$ cat src/rtl/sram_arbiter.sv
// sram_arbiter: shares one SRAM controller between two read clients and two
// write clients using a 4-cycle slot (p0 read addr, p1 idle, p2 write, p3 idle).
// At most one read and one write are granted per slot; read data is returned
// to its owner with a one-cycle valid pulse one slot after the grant.
// Build option: define SRAM_ARB_WR_RR_EN for round-robin write arbitration;
// otherwise writes use fixed priority (wr0 over wr1).
module sram_arbiter #(
  parameter int unsigned ADDR_W = 20,
  parameter int unsigned DATA_W = 32
) (
  input  logic              clk_100m,
  input  logic              rst_n,
  input  logic              rd0_req,
  input  logic [ADDR_W-1:0] rd0_addr,
  output logic              rd0_ack,
  output logic              rd0_valid,
  output logic [DATA_W-1:0] rd0_data,
  input  logic              rd1_req,
  input  logic [ADDR_W-1:0] rd1_addr,
  output logic              rd1_ack,
  output logic              rd1_valid,
  output logic [DATA_W-1:0] rd1_data,
  input  logic              wr0_req,
  input  logic [ADDR_W-1:0] wr0_addr,
  input  logic [DATA_W-1:0] wr0_data,
  output logic              wr0_ack,
  input  logic              wr1_req,
  input  logic [ADDR_W-1:0] wr1_addr,
  input  logic [DATA_W-1:0] wr1_data,
  output logic              wr1_ack,
  output logic [ADDR_W-1:0] ctl_rd_addr,
  input  logic [DATA_W-1:0] ctl_rd_data,
  output logic              ctl_wr_en,
  output logic [ADDR_W-1:0] ctl_wr_addr,
  output logic [DATA_W-1:0] ctl_wr_data,
  output logic [1:0]        phase
);

  localparam int unsigned PH_W = 2;

  typedef enum logic [PH_W-1:0] {
    PH_RD      = 2'd0,
    PH_RD_WAIT = 2'd1,
    PH_WR      = 2'd2,
    PH_WR_WAIT = 2'd3
  } phase_t;

  phase_t state_q;
  phase_t state_d;
  logic   rd_decide_c;
  logic   wr_decide_c;
  logic   wr0_gnt_c;
  logic   wr1_gnt_c;
  logic   rd_busy_q;
  logic   rd_owner_q;

  // Slot phase register
  always_ff @(posedge clk_100m or negedge rst_n) begin
    if (!rst_n) begin
      state_q <= PH_RD;
    end else begin
      state_q <= state_d;
    end
  end

  // Phase sequencing and decision-edge strobes
  always_comb begin
    state_d     = state_q;
    rd_decide_c = 1'b0;
    wr_decide_c = 1'b0;
    case (state_q)
      PH_RD:      state_d = PH_RD_WAIT;
      PH_RD_WAIT: begin
        state_d     = PH_WR;
        wr_decide_c = 1'b1;
      end
      PH_WR:      state_d = PH_WR_WAIT;
      PH_WR_WAIT: begin
        state_d     = PH_RD;
        rd_decide_c = 1'b1;
      end
      default:    state_d = PH_RD;
    endcase
  end

  assign phase = state_q;

`ifdef SRAM_ARB_WR_RR_EN
  logic wr_ptr_q;

  // Round-robin write select: pointer breaks ties, lone requester always wins
  always_comb begin
    wr0_gnt_c = 1'b0;
    wr1_gnt_c = 1'b0;
    if (wr0_req && wr1_req) begin
      wr1_gnt_c = wr_ptr_q;
      wr0_gnt_c = !wr_ptr_q;
    end else begin
      wr0_gnt_c = wr0_req;
      wr1_gnt_c = wr1_req;
    end
  end

  // Pointer moves to the writer that did not win
  always_ff @(posedge clk_100m or negedge rst_n) begin
    if (!rst_n) begin
      wr_ptr_q <= 1'b0;
    end else if (wr_decide_c) begin
      if (wr0_gnt_c) begin
        wr_ptr_q <= 1'b1;
      end else if (wr1_gnt_c) begin
        wr_ptr_q <= 1'b0;
      end
    end
  end
`else
  // Fixed-priority write select: wr0 over wr1
  always_comb begin
    wr0_gnt_c = wr0_req;
    wr1_gnt_c = wr1_req && !wr0_req;
  end
`endif

  // Read return of the previous slot and new read grant, both at the end of p3
  always_ff @(posedge clk_100m or negedge rst_n) begin
    if (!rst_n) begin
      rd0_ack     <= 1'b0;
      rd1_ack     <= 1'b0;
      rd0_valid   <= 1'b0;
      rd1_valid   <= 1'b0;
      rd0_data    <= '0;
      rd1_data    <= '0;
      ctl_rd_addr <= '0;
      rd_busy_q   <= 1'b0;
      rd_owner_q  <= 1'b0;
    end else begin
      rd0_ack   <= 1'b0;
      rd1_ack   <= 1'b0;
      rd0_valid <= 1'b0;
      rd1_valid <= 1'b0;
      if (rd_decide_c) begin
        if (rd_busy_q) begin
          if (rd_owner_q) begin
            rd1_data  <= ctl_rd_data;
            rd1_valid <= 1'b1;
          end else begin
            rd0_data  <= ctl_rd_data;
            rd0_valid <= 1'b1;
          end
        end
        if (rd0_req) begin
          ctl_rd_addr <= rd0_addr;
          rd0_ack     <= 1'b1;
          rd_owner_q  <= 1'b0;
          rd_busy_q   <= 1'b1;
        end else if (rd1_req) begin
          ctl_rd_addr <= rd1_addr;
          rd1_ack     <= 1'b1;
          rd_owner_q  <= 1'b1;
          rd_busy_q   <= 1'b1;
        end else begin
          rd_busy_q   <= 1'b0;
        end
      end
    end
  end

  // Write grant at the end of p1; write enable spans p2..p3
  always_ff @(posedge clk_100m or negedge rst_n) begin
    if (!rst_n) begin
      wr0_ack     <= 1'b0;
      wr1_ack     <= 1'b0;
      ctl_wr_en   <= 1'b0;
      ctl_wr_addr <= '0;
      ctl_wr_data <= '0;
    end else begin
      wr0_ack <= 1'b0;
      wr1_ack <= 1'b0;
      if (rd_decide_c) begin
        ctl_wr_en <= 1'b0;
      end
      if (wr_decide_c) begin
        if (wr0_gnt_c) begin
          ctl_wr_addr <= wr0_addr;
          ctl_wr_data <= wr0_data;
          ctl_wr_en   <= 1'b1;
          wr0_ack     <= 1'b1;
        end else if (wr1_gnt_c) begin
          ctl_wr_addr <= wr1_addr;
          ctl_wr_data <= wr1_data;
          ctl_wr_en   <= 1'b1;
          wr1_ack     <= 1'b1;
        end
      end
    end
  end

endmodule

$ cat config.mk
export PLATFORM = sky130hd
export DESIGN_NAME = sram_arbiter
export DESIGN_NICKNAME = d
export VERILOG_FILES = /design/src/rtl/sram_arbiter.sv
export SDC_FILE = /design/constraint.sdc
export NUM_CORES = 1
export LEC_CHECK = 0
export BUFFER_PORTS_ARGS = -buffer_cell sky130_fd_sc_hd__buf_2
export CORE_ASPECT_RATIO = 0.9
export CORE_MARGIN = 1
export CORE_UTILIZATION = 35
export DETAILED_ROUTE_END_ITERATION = 12
export SYNTH_ARGS = -nofsm -noshare
export SYNTH_HDL_FRONTEND = slang
export SYNTH_SLANG_ARGS = --single-unit
$ cat constraint.sdc
create_clock -name clk_100m -period 2.7 [get_ports clk_100m]
set_input_delay 0.54 -clock clk_100m [delete_from_list [all_inputs] [get_ports clk_100m]]
set_output_delay 0.54 -clock clk_100m [all_outputs]
set_load 0.05 [all_outputs]
==> results by group <==
Yosys
  – Post-synthesis compound-gate area fraction: 17.39%
  – Async S/R FF share, synth: 100.0%
  – Post-synth top area share: 59.19%
  – Gate Count Post-Synth: 504
  – Mux cell area share after synthesis: 11.78%
  – Register area share after synthesis: 59.19%
  – Mapped Avg Cell Area: 12.33 um2
  – Synth area leader: dfrtp_1
  – Number of synthesized register bits: 147
  – Adder-Cell Fraction of Synth Area: 0.8053%
  – Largest family of logic cells by synthesized area: compound AO/OA/AOI/OAI gates
  – Post-synth top flop: dfrtp_1
  – Synth top area cells: dfrtp_1 59%, mux2_2 12%, o32ai_1 9.4%
  – Post-Synth XOR/XNOR Area: 0%
  – Syn Std Cell Area: 0.006215 mm2
  – Post-synth EDFFs: 0
  – Synth warnings: 0
  – Synth unique cells: 21
  – Syn nets: 690
  – Post-Synth Simple-Gate Area: 6.161%

STA
  – Final setup fails: 0
  – Max-slew violations: 0
  – Hold Worst Slack: 117.9 ps
  – Worst slew pin tran: 1079 ps
  – Final Hold Vio Count: 0
  – Setup TNS Final: 0 ps
  – Crit path time final: 2028 ps
  – Slew margin rel.: 28.07%
  – RSZ-0062 raised after global routing: no
  – Fin Clk Skew: 6.376 ps
  – Final period utilization: 75.10%
  – Max frequency: 493.2 MHz

Clock network
  – Total CTS buffers: 17
  – CTS clk-pin slew, worst paths: 60 ps
  – Root Driver: clkbuf_16
  – CTS tree: done
  – Sink Count: 147
  – Post-CTS Setup Inserts: 0
  – H-tree levels: 4
  – CTS hold repair buffers: 0
  – Max Buffers Root-to-Sink: 2
  – Resized Gates After CTS: 0
  – Worst-Skew Late Latency: 410 ps

Critical path
  – Worst path max stage delay: 410 ps
  – Crit end category: register
  – Crit path kind: register to register
  – CP Cell Sequence: inv_1, ha_2, nand2_2, buf_4, o32ai_1, nor2_1
  – Startpoint types: register
  – Critical Path RT: 2990 ps
  – Slowest CP cell: dfrtp_1
  – Crit Path Max Fanout: 39
  – Worst R2R Path Depth: 6
  – Critical Path AT: 2310 ps

Pwr
  – Pleak: 4.194 nW
  – Switching Share: 36.95%
  – Sequential Power Share: 37.7%
  – Maximum vdd drop: 425.7 uV
  – Sw Pwr: 0.002633 W
  – Power Internal: 0.004492 W
  – PwrDens: 826.7 mW/mm2
  – Clock Power Share: 34.2%
  – Logic pwr share: 28.2%

Placement
  – IO Port Bufs: 326
  – Dpl hpwl: 13.22 mm
  – Gpl congestion: 0.7739
  – Inst Count DP: 1,034

Global routing
  – Remaining global-route overflow: 0
  – Global-route wire length before repair: 28.61 mm
  – Largest net degree at the start of global routing: 64
  – GRT Overall Usage: 20.39%
  – Initial antenna violation count: 0
  – Number of global-route vias before repair: 5,336

Routing
  – 1st-pass router iterations: 4
  – 1st-iter DRT viols: 289
  – Total number of vias: 5,494
  – Via/cell ratio: 5.154
  – Drt drc: 0
  – Final wirelength: 18.96 mm
  – WL per Instance: 17.78 um
  – Antenna Nets Post-Route: 0

Floorplan
  – Die Y: 128.4 um
  – Die area: 0.01829 mm2
  – Die width: 142.5 um
  – Row count: 45
  – Starting density of the core: 36.31%
  – Io pins: 327
  – Total core area: 0.01712 mm2

Status
  – Status: finished, final reports clean

Finish
  – Final Net Count: 1,004
  – Share of layout cells above drive strength 1: 53.43%
  – Area Overhead vs Synth: 38.68%
  – Fill count: 1,637
  – ANT cells: 0
  – Final Non-Filler Cells: 1,066

Min path
  – Hold Crit Class: input pin to asynchronous set/reset pin

Run
  – Total of max-cap violations: 0
-- registers in the layout, summed over array words and instances (netlist names) --
signal and flops:
ctl_wr_en 1, wr0_ack 1, rd1_ack 1, rd0_data 32, ctl_wr_addr 20, rd1_valid 1
rd_busy_q 1, phase 2, rd0_valid 1, rd_owner_q 1, wr1_ack 1, rd1_data 32
ctl_rd_addr 20, ctl_wr_data 32, rd0_ack 1
-- power by group through the flow --
| stage | sequential, W | clock, W | combinational (W) |
|---|---|---|---|
| global route | 0.00272 | 0.00259 | 0.00210 |
| global placement | 0.00271 | 0 | 0.00202 |
| floorplan | 0.00377 | 0 | 0.000350 |
| finish | 0.00268 | 0.00243 | 0.00201 |
| detailed placement | 0.00272 | 0 | 0.00202 |
| CTS | 0.00268 | 0.00249 | 0.00202 |
-- layout make-up --
| class | instances | area [um2] | share of cell area, % |
|---|---|---|---|
| multi-input cells | 306 | 2253 | 26.15 |
| well taps | 235 | 294.0 | 3.412 |
| repair buffers | 339 | 1760 | 20.43 |
| inverters | 7 | 26.28 | 0.3049 |
| clock buffers | 18 | 429.2 | 4.980 |
| clock inverters | 14 | 176.4 | 2.047 |
| flip-flops and latches | 147 | 3679 | 42.68 |
-- worst paths after layout --
| kind | start | end | slack, ps |
|---|---|---|---|
| max | phase[1] | ctl_wr_data[30] | 670 |
| min | rst_n | rd0_data[17] | 120 |
| max reg2reg | phase[1] | ctl_wr_data[30] | 670 |
| min reg2reg | rd0_data[23] | rd0_data[23] | 500 |
| max in group asynchronous | rst_n | ctl_wr_data[25] | 1890 |
| min in group clk_100m | rd0_addr[13] | ctl_rd_addr[13] | 370 |
-- through the flow --
stage / utilization, % / total power, W / instance area [um2] / setup WS, ps
after global placement: 46.81 / 0.004729 / 8013 / 700.3
after floorplan: - / 0.004122 / 6215 / 948.0
after global routing: 50.35 / 0.007417 / 8618 / 550.1
final: 50.35 / 0.007125 / 8618 / 672.2
after detailed placement: 46.81 / 0.004743 / 8013 / 652.6
after CTS: 50.35 / 0.007203 / 8618 / 642.4
-- kinds of logic after synthesis --
family          Yosys count
buf+inv                  51
flops                   147
compound gates          146
simple gates             91
mux                      65
fa+ha+maj                 4
-- synth_stat cells (2+ instances only) --
| library cell | instances |
|---|---|
| o22ai_1 | 76 |
| nor2_1 | 75 |
| nand2_1 | 3 |
| mux2_2 | 65 |
| inv_1 | 7 |
| a21oi_1 | 2 |
| ha_1 | 4 |
| clkbuf_1 | 10 |
| dfrtp_1 | 147 |
| o32ai_1 | 67 |
| buf_2 | 16 |
| nand2b_1 | 7 |
| buf_4 | 3 |
| buf_1 | 6 |
| buf_6 | 9 |
| or2_2 | 2 |
-- layer usage --
layer,global-route usage (%),part of all wire (%),vias up
met5,0,0,-
met4,6.768,1.8,0
met3,5.843,7.3,22
met2,35.52,51,229
met1,24.22,40,2686
li1,-,-,2557
-- worst max-delay path, delay by kind of cell, from the launching register on --
| family | cells | cell delay, ps |
|---|---|---|
| DFF | 1 | 410 |
| AOI/OAI and AO/OA | 1 | 290 |
| buffers and inverters | 2 | 440 |
| and+or+nand+nor | 2 | 330 |
| adders and majority gates | 1 | 410 |
-- cell usage in the layout (no fill, tap or decap), drive strengths merged --
cell / instances
clkinvlp: 1
dfrtp: 147
inv: 12
o22ai: 76
o32ai: 67
nor2: 75
nand2b: 7
a22o: 1
nand3b: 1
clkinv: 5
or2: 3
nand3: 1
nand2: 4
mux2: 65
buf: 339
ha: 4
bufinv: 3
a21oi: 2
clkbuf: 18
No activity file was read; power rests on OpenSTA's default activity.
